$ cat config.mk
export PLATFORM = sky130hd
export DESIGN_NAME = huffman_sched
export DESIGN_NICKNAME = d
export VERILOG_FILES = /design/src/rtl/huffman_sched.sv
export SDC_FILE = /design/constraint.sdc
export NUM_CORES = 1
export LEC_CHECK = 0
export ABC_CLOCK_PERIOD_IN_PS = 2050
export CAP_MARGIN = 20
export CORE_MARGIN = 8
export CORE_UTILIZATION = 47
export DETAILED_ROUTE_END_ITERATION = 8
export PLACE_DENSITY = 0.8
export SETUP_SLACK_MARGIN = 0.02
export SLEW_MARGIN = 20
export SYNTH_ARGS = -nofsm -noshare
export SYNTH_HDL_FRONTEND = slang
export SYNTH_SLANG_ARGS = --single-unit
$ cat constraint.sdc
create_clock -name clk -period 2.05 [get_ports clk]
set_clock_uncertainty 0.05 [all_clocks]
set_input_delay 0.41 -clock clk [delete_from_list [all_inputs] [get_ports clk]]
set_output_delay 0.41 -clock clk [all_outputs]
set_load 0.02 [all_outputs]
$ cat src/rtl/huffman_sched.sv
// Round-robin frame scheduler feeding the 6-symbol huffman core: clear, stream, wait, report.
// Optional statistics counters are built when HUFF_SCHED_STAT_EN is defined.
module huffman_sched #(
  parameter int LEN_W   = 8,
  parameter int TIMEOUT = 255
) (
  input  logic             clk,
  input  logic             reset,
  input  logic [1:0]       req_i,
  input  logic [LEN_W-1:0] len0_i,
  input  logic [LEN_W-1:0] len1_i,
  input  logic [7:0]       data0_i,
  input  logic [7:0]       data1_i,
  output logic [1:0]       rd_o,
  output logic [1:0]       grant_o,
  output logic [1:0]       done_o,
  output logic             core_rst_o,
  output logic             gray_valid,
  output logic [7:0]       gray_data,
  input  logic             code_valid,
  output logic             res_valid,
  output logic             res_id,
  output logic [1:0]       res_err,
  input  logic             res_ack_i,
  output logic [2:0]       fsm_state
`ifdef HUFF_SCHED_STAT_EN
  ,
  output logic [15:0]      frames0_o,
  output logic [15:0]      frames1_o,
  output logic [15:0]      err_cnt_o
`endif
);

  localparam int TW = (TIMEOUT < 2) ? 1 : $clog2(TIMEOUT + 1);

  typedef enum logic [2:0] {
    S_IDLE   = 3'd0,
    S_CLR    = 3'd1,
    S_STREAM = 3'd2,
    S_WAIT   = 3'd3,
    S_RESULT = 3'd4
  } state_t;

  state_t           state;
  logic             ptr;
  logic [LEN_W-1:0] cnt;
  logic [TW-1:0]    timer;

  logic             pick;
  logic [LEN_W-1:0] pick_len;
  logic [7:0]       sym_raw;
  logic [7:0]       sym_clamped;
  logic             sym_bad;

  assign fsm_state = state;

  // Tie between both requesters goes to ptr; a lone requester always wins.
  always_comb begin
    pick     = (req_i == 2'b11) ? ptr : req_i[1];
    pick_len = pick ? len1_i : len0_i;
  end

  always_comb begin
    sym_raw     = grant_o[1] ? data1_i : data0_i;
    sym_bad     = (sym_raw == 8'd0) || (sym_raw > 8'd6);
    sym_clamped = sym_raw;
    if (sym_raw == 8'd0)
      sym_clamped = 8'd1;
    else if (sym_raw > 8'd6)
      sym_clamped = 8'd6;
  end

  assign gray_data = gray_valid ? sym_clamped : 8'd0;

  // Result handshake: res_valid, res_id and res_err stay stable from rise until the
  // cycle res_ack_i is seen high; that edge retires the result and pulses done_o.
  always_ff @(posedge clk or posedge reset) begin
    if (reset) begin
      state      <= S_IDLE;
      ptr        <= 1'b0;
      cnt        <= '0;
      timer      <= '0;
      rd_o       <= 2'b00;
      grant_o    <= 2'b00;
      done_o     <= 2'b00;
      core_rst_o <= 1'b0;
      gray_valid <= 1'b0;
      res_valid  <= 1'b0;
      res_id     <= 1'b0;
      res_err    <= 2'b00;
    end else begin
      done_o <= 2'b00;
      case (state)
        S_IDLE: begin
          // The done_o cycle is skipped so a requester can drop its level request.
          if (req_i != 2'b00 && done_o == 2'b00) begin
            grant_o <= pick ? 2'b10 : 2'b01;
            res_id  <= pick;
            ptr     <= ~pick;
            cnt     <= pick_len;
            if (pick_len == '0) begin
              res_err   <= 2'b10;
              res_valid <= 1'b1;
              state     <= S_RESULT;
            end else begin
              res_err    <= 2'b00;
              core_rst_o <= 1'b1;
              state      <= S_CLR;
            end
          end
        end
        S_CLR: begin
          core_rst_o <= 1'b0;
          rd_o       <= grant_o;
          gray_valid <= 1'b1;
          state      <= S_STREAM;
        end
        S_STREAM: begin
          if (sym_bad)
            res_err[0] <= 1'b1;
          cnt <= cnt - LEN_W'(1);
          if (cnt == LEN_W'(1)) begin
            rd_o       <= 2'b00;
            gray_valid <= 1'b0;
            timer      <= '0;
            state      <= S_WAIT;
          end
        end
        S_WAIT: begin
          // The clear pulse is raised one cycle early so it lands on timer==TIMEOUT.
          if (timer == TW'(TIMEOUT)) begin
            core_rst_o <= 1'b0;
            res_err[1] <= 1'b1;
            res_valid  <= 1'b1;
            state      <= S_RESULT;
          end else if (code_valid) begin
            res_valid <= 1'b1;
            state     <= S_RESULT;
          end else begin
            timer <= timer + TW'(1);
            if (timer == TW'(TIMEOUT - 1))
              core_rst_o <= 1'b1;
          end
        end
        S_RESULT: begin
          if (res_ack_i) begin
            res_valid <= 1'b0;
            res_err   <= 2'b00;
            res_id    <= 1'b0;
            done_o    <= grant_o;
            grant_o   <= 2'b00;
            state     <= S_IDLE;
          end
        end
        default: state <= S_IDLE;
      endcase
    end
  end

`ifdef HUFF_SCHED_STAT_EN
  always_ff @(posedge clk or posedge reset) begin
    if (reset) begin
      frames0_o <= 16'd0;
      frames1_o <= 16'd0;
      err_cnt_o <= 16'd0;
    end else if (state == S_RESULT && res_ack_i) begin
      if (grant_o[0] && frames0_o != 16'hFFFF)
        frames0_o <= frames0_o + 16'd1;
      if (grant_o[1] && frames1_o != 16'hFFFF)
        frames1_o <= frames1_o + 16'd1;
      if (res_err != 2'b00 && err_cnt_o != 16'hFFFF)
        err_cnt_o <= err_cnt_o + 16'd1;
    end
  end
`endif

endmodule

==> results.json <==
{
  "clk_latency_ns": 0.30,
  "post-dp-hpwl_mm": 4.62,
  "io_buffers": 55,
  "slowest_stage": "or4_4",
  "antenna_cells": 0,
  "worstSetupStartpointType": "input port",
  "critPathMaxFanout": 3,
  "p_per_area_nw_per_um2": 1230,
  "crit_family": "simple AND/OR/NAND/NOR gates",
  "grt_pass1_vias": 2236,
  "globalplace.congestion": 0.805,
  "hold_viol_final": 0,
  "setup_viol": 1,
  "min-delay-start": "timer[6]$_DFFE_PP0P_",
  "critical_path.endpoint": "gray_data[0]",
  "muxShareOfSynthArea_pct": 5.59,
  "drcViolationCount": 0,
  "r2r_slack_ns": 0.08,
  "grt.total_usage_pct": 20.9,
  "fin_crit_ns": 2.05,
  "routedWlPerCell_um": 16.7,
  "io_pins": 61,
  "reg2reg_to": "fsm_state[2]$_DFFE_PP0P_",
  "htreeDepth": 2,
  "required_ns": 1.59,
  "critical_path_depth": 7,
  "status": "complete, but fails checks",
  "routed_wl_mm": 6.36,
  "synthFlopType": "dfrtp_1",
  "arrival_ns": 1.59,
  "worst-r2r-cell-count": 5,
  "async_flop_share_pct": 100,
  "rows": 24,
  "synth_area_per_cell_um2": 8.46,
  "synth_top_family_by_area": "simple AND/OR/NAND/NOR gates",
  "ys_seq_area_share_pct": 38.5,
  "cts-buffers-inserted": 5,
  "crit_start": "data1_i[4]",
  "clock_sinks": 31,
  "critPathMaxStageDelay_ns": 0.53,
  "netlist_area_um2": 2010,
  "grt_max_degree": 32,
  "initial_utilization_pct": 47.6,
  "fp.dieH_um": 81.5,
  "path_class": "input port to output pin",
  "yosys_warnings": 0,
  "synth-simple-area-share_pct": 25.5,
  "antenna_found_initial": 0,
  "p_leak_nw": 1.47,
  "violations": "negative setup slack",
  "final_nets": 370,
  "clk_pin_slew_worst_paths_ns": 0.06,
  "finalCritPeriodShare_pct": 100,
  "cts_tree": "done",
  "dieArea_um2": 6640,
  "drt_iter0_drc": 146,
  "synth_edf_count": 0,
  "hp-class": "flop to flop",
  "postLayoutSetupSlackWorst_ns": -0.00463,
  "root_buffer": "clkbuf_8",
  "regToRegStartpoint": "cnt[5]$_DFFE_PP0P_",
  "maxCapViolCount": 0,
  "areaGrowthSynthToFinish_pct": 53.2,
  "synth_compound_area_share_pct": 21.2,
  "fp.dieW_um": 81.5,
  "ys_ff_latch": 31,
  "synth_cells": 238,
  "grt_pass1_wl_mm": 10.8,
  "ant_nets": 0,
  "ys_types": 50,
  "cpMostUsedCell": "buf_6",
  "grt_overflow": 0,
  "drive_gt1_share_pct": 22.5,
  "setup_tns_ns": -0.00463,
  "rsz0062_at_grt": "yes",
  "ir_worst_vdd_mv": 0.643,
  "core_area_um2": 4230,
  "dp_cells": 364,
  "mostFrequentLayoutCell": "buf_4",
  "via_count": 2225,
  "hold_buffers": 0,
  "slew_viol_final": 0,
  "synth_adder_area_share_pct": 2.48,
  "avgViaCountPerCell": 5.84,
  "synth_xor_area_share_pct": 0.435,
  "final_cell_mix": "41 x buf_4, 32 x clkdlybuf4s50_1, 28 x dfrtp_1",
  "dr.pass1.iters": 4,
  "stdcell_count": 381,
  "cp-end-kind": "output pin",
  "fin_total_pwr_mw": 3.79,
  "fin_hold_ws_ns": 0.427,
  "fmax_ghz": 0.487,
  "clockBufferDepth": 2,
  "path_cells": "buf_6, or4_4, nor2_4, nand2_1, o21ai_2, and3_4, buf_6",
  "crit_buf_inv": 2
}
[how the worst min path moves through the flow]
stage / end / slack [ns] / cells past startpoint
6_report: timer[6]$_DFFE_PP0P_ / 0.43 / 1
5_1_grt: timer[6]$_DFFE_PP0P_ / 0.45 / 1
4_1_cts: timer[6]$_DFFE_PP0P_ / 0.43 / 1
3_5_place_dp: res_valid$_DFFE_PP0P_ / 0.42 / 2
3_3_place_gp: res_valid$_DFFE_PP0P_ / 0.41 / 2
2_1_floorplan: timer[7]$_DFFE_PP0P_ / 0.39 / 1
[through the flow]
step | util [%] | setup slack [ns] | area (um2)
2_1_floorplan | - | 0.0980 | 2030
3_3_place_gp | 65.9 | -0.822 | 2790
3_5_place_dp | 65.9 | -0.906 | 2790
4_1_cts | 70.5 | -0.0318 | 2990
5_1_grt | 72.9 | -0.0407 | 3090
6_report | 72.9 | -0.00463 | 3090
[sequential cells by signal, indices dropped and copies added, names as in the netlist, 2 cells and up]
name	flops
res_err	2
fsm_state	3
done_o	2
timer	8
cnt	8
rd_o	2
[layer usage]
metal,wire [um],vias up,global-route usage [%]
met5,0,-,0
li1,-,1045,-
met3,473,18,6.78
met4,138,0,7.86
met1,2600,1064,24.2
met2,3160,98,35.1
[report_power, final]
group	total [mW]	internal [mW]	switching (mW)
Clock	0.732	0.486	0.246
Combinational	1.94	0.930	1.01
Sequential	1.11	0.842	0.270
Total	3.79	2.26	1.53
[cell usage after synthesis (2+ instances only)]
cell / instances / area [um2]
dfrtp_1: 31 / 776
nand2_1: 26 / 97.6
nor2_1: 23 / 86.3
o21ai_0: 21 / 105
a21oi_1: 13 / 65.1
inv_1: 11 / 41.3
nand3_1: 10 / 50.1
mux2i_1: 9 / 90.1
nor3_1: 8 / 40.0
nor4_1: 7 / 43.8
buf_4: 6 / 45.0
clkbuf_1: 6 / 22.5
a22o_1: 5 / 43.8
and3_1: 4 / 25.0
ha_1: 4 / 50.1
nand4_1: 4 / 25.0
a211o_1: 3 / 26.3
a31oi_1: 3 / 18.8
nor2b_1: 3 / 18.8
o41ai_1: 3 / 26.3
a21boi_0: 2 / 15.0
buf_2: 2 / 10.0
mux2_2: 2 / 22.5
nand2b_1: 2 / 12.5
nand4b_1: 2 / 17.5
o211ai_1: 2 / 15.0
o221ai_1: 2 / 17.5
or4_1: 2 / 15.0
[cells by family after synthesis]
logic type | after synthesis
AO/OA/AOI/OAI | 65
XOR/XNOR | 1
adder cells (fa/ha/maj) | 4
buffers and inverters | 26
flip-flops | 31
multiplexers | 11
other | 1
AND/OR/NAND/NOR | 99
[final cells by class]
| class | count | area (um2) |
|---|---|---|
| inverters | 11 | 41.3 |
| repair buffers | 94 | 871 |
| fillers | 306 | 1150 |
| multi-input cells | 185 | 1200 |
| flip-flops and latches | 31 | 779 |
| well taps | 52 | 65.1 |
| clock buffers | 6 | 72.6 |
| clock inverters | 2 | 60.1 |
[repair_timing]
action                     4_1_cts  5_1_grt
setup buffers                    7        2
setup endpoints to repair        5       11
gates cloned                     0        0
resized for setup               38       29
pin swaps                        5       18
No activity file was read; power rests on OpenSTA's default activity.
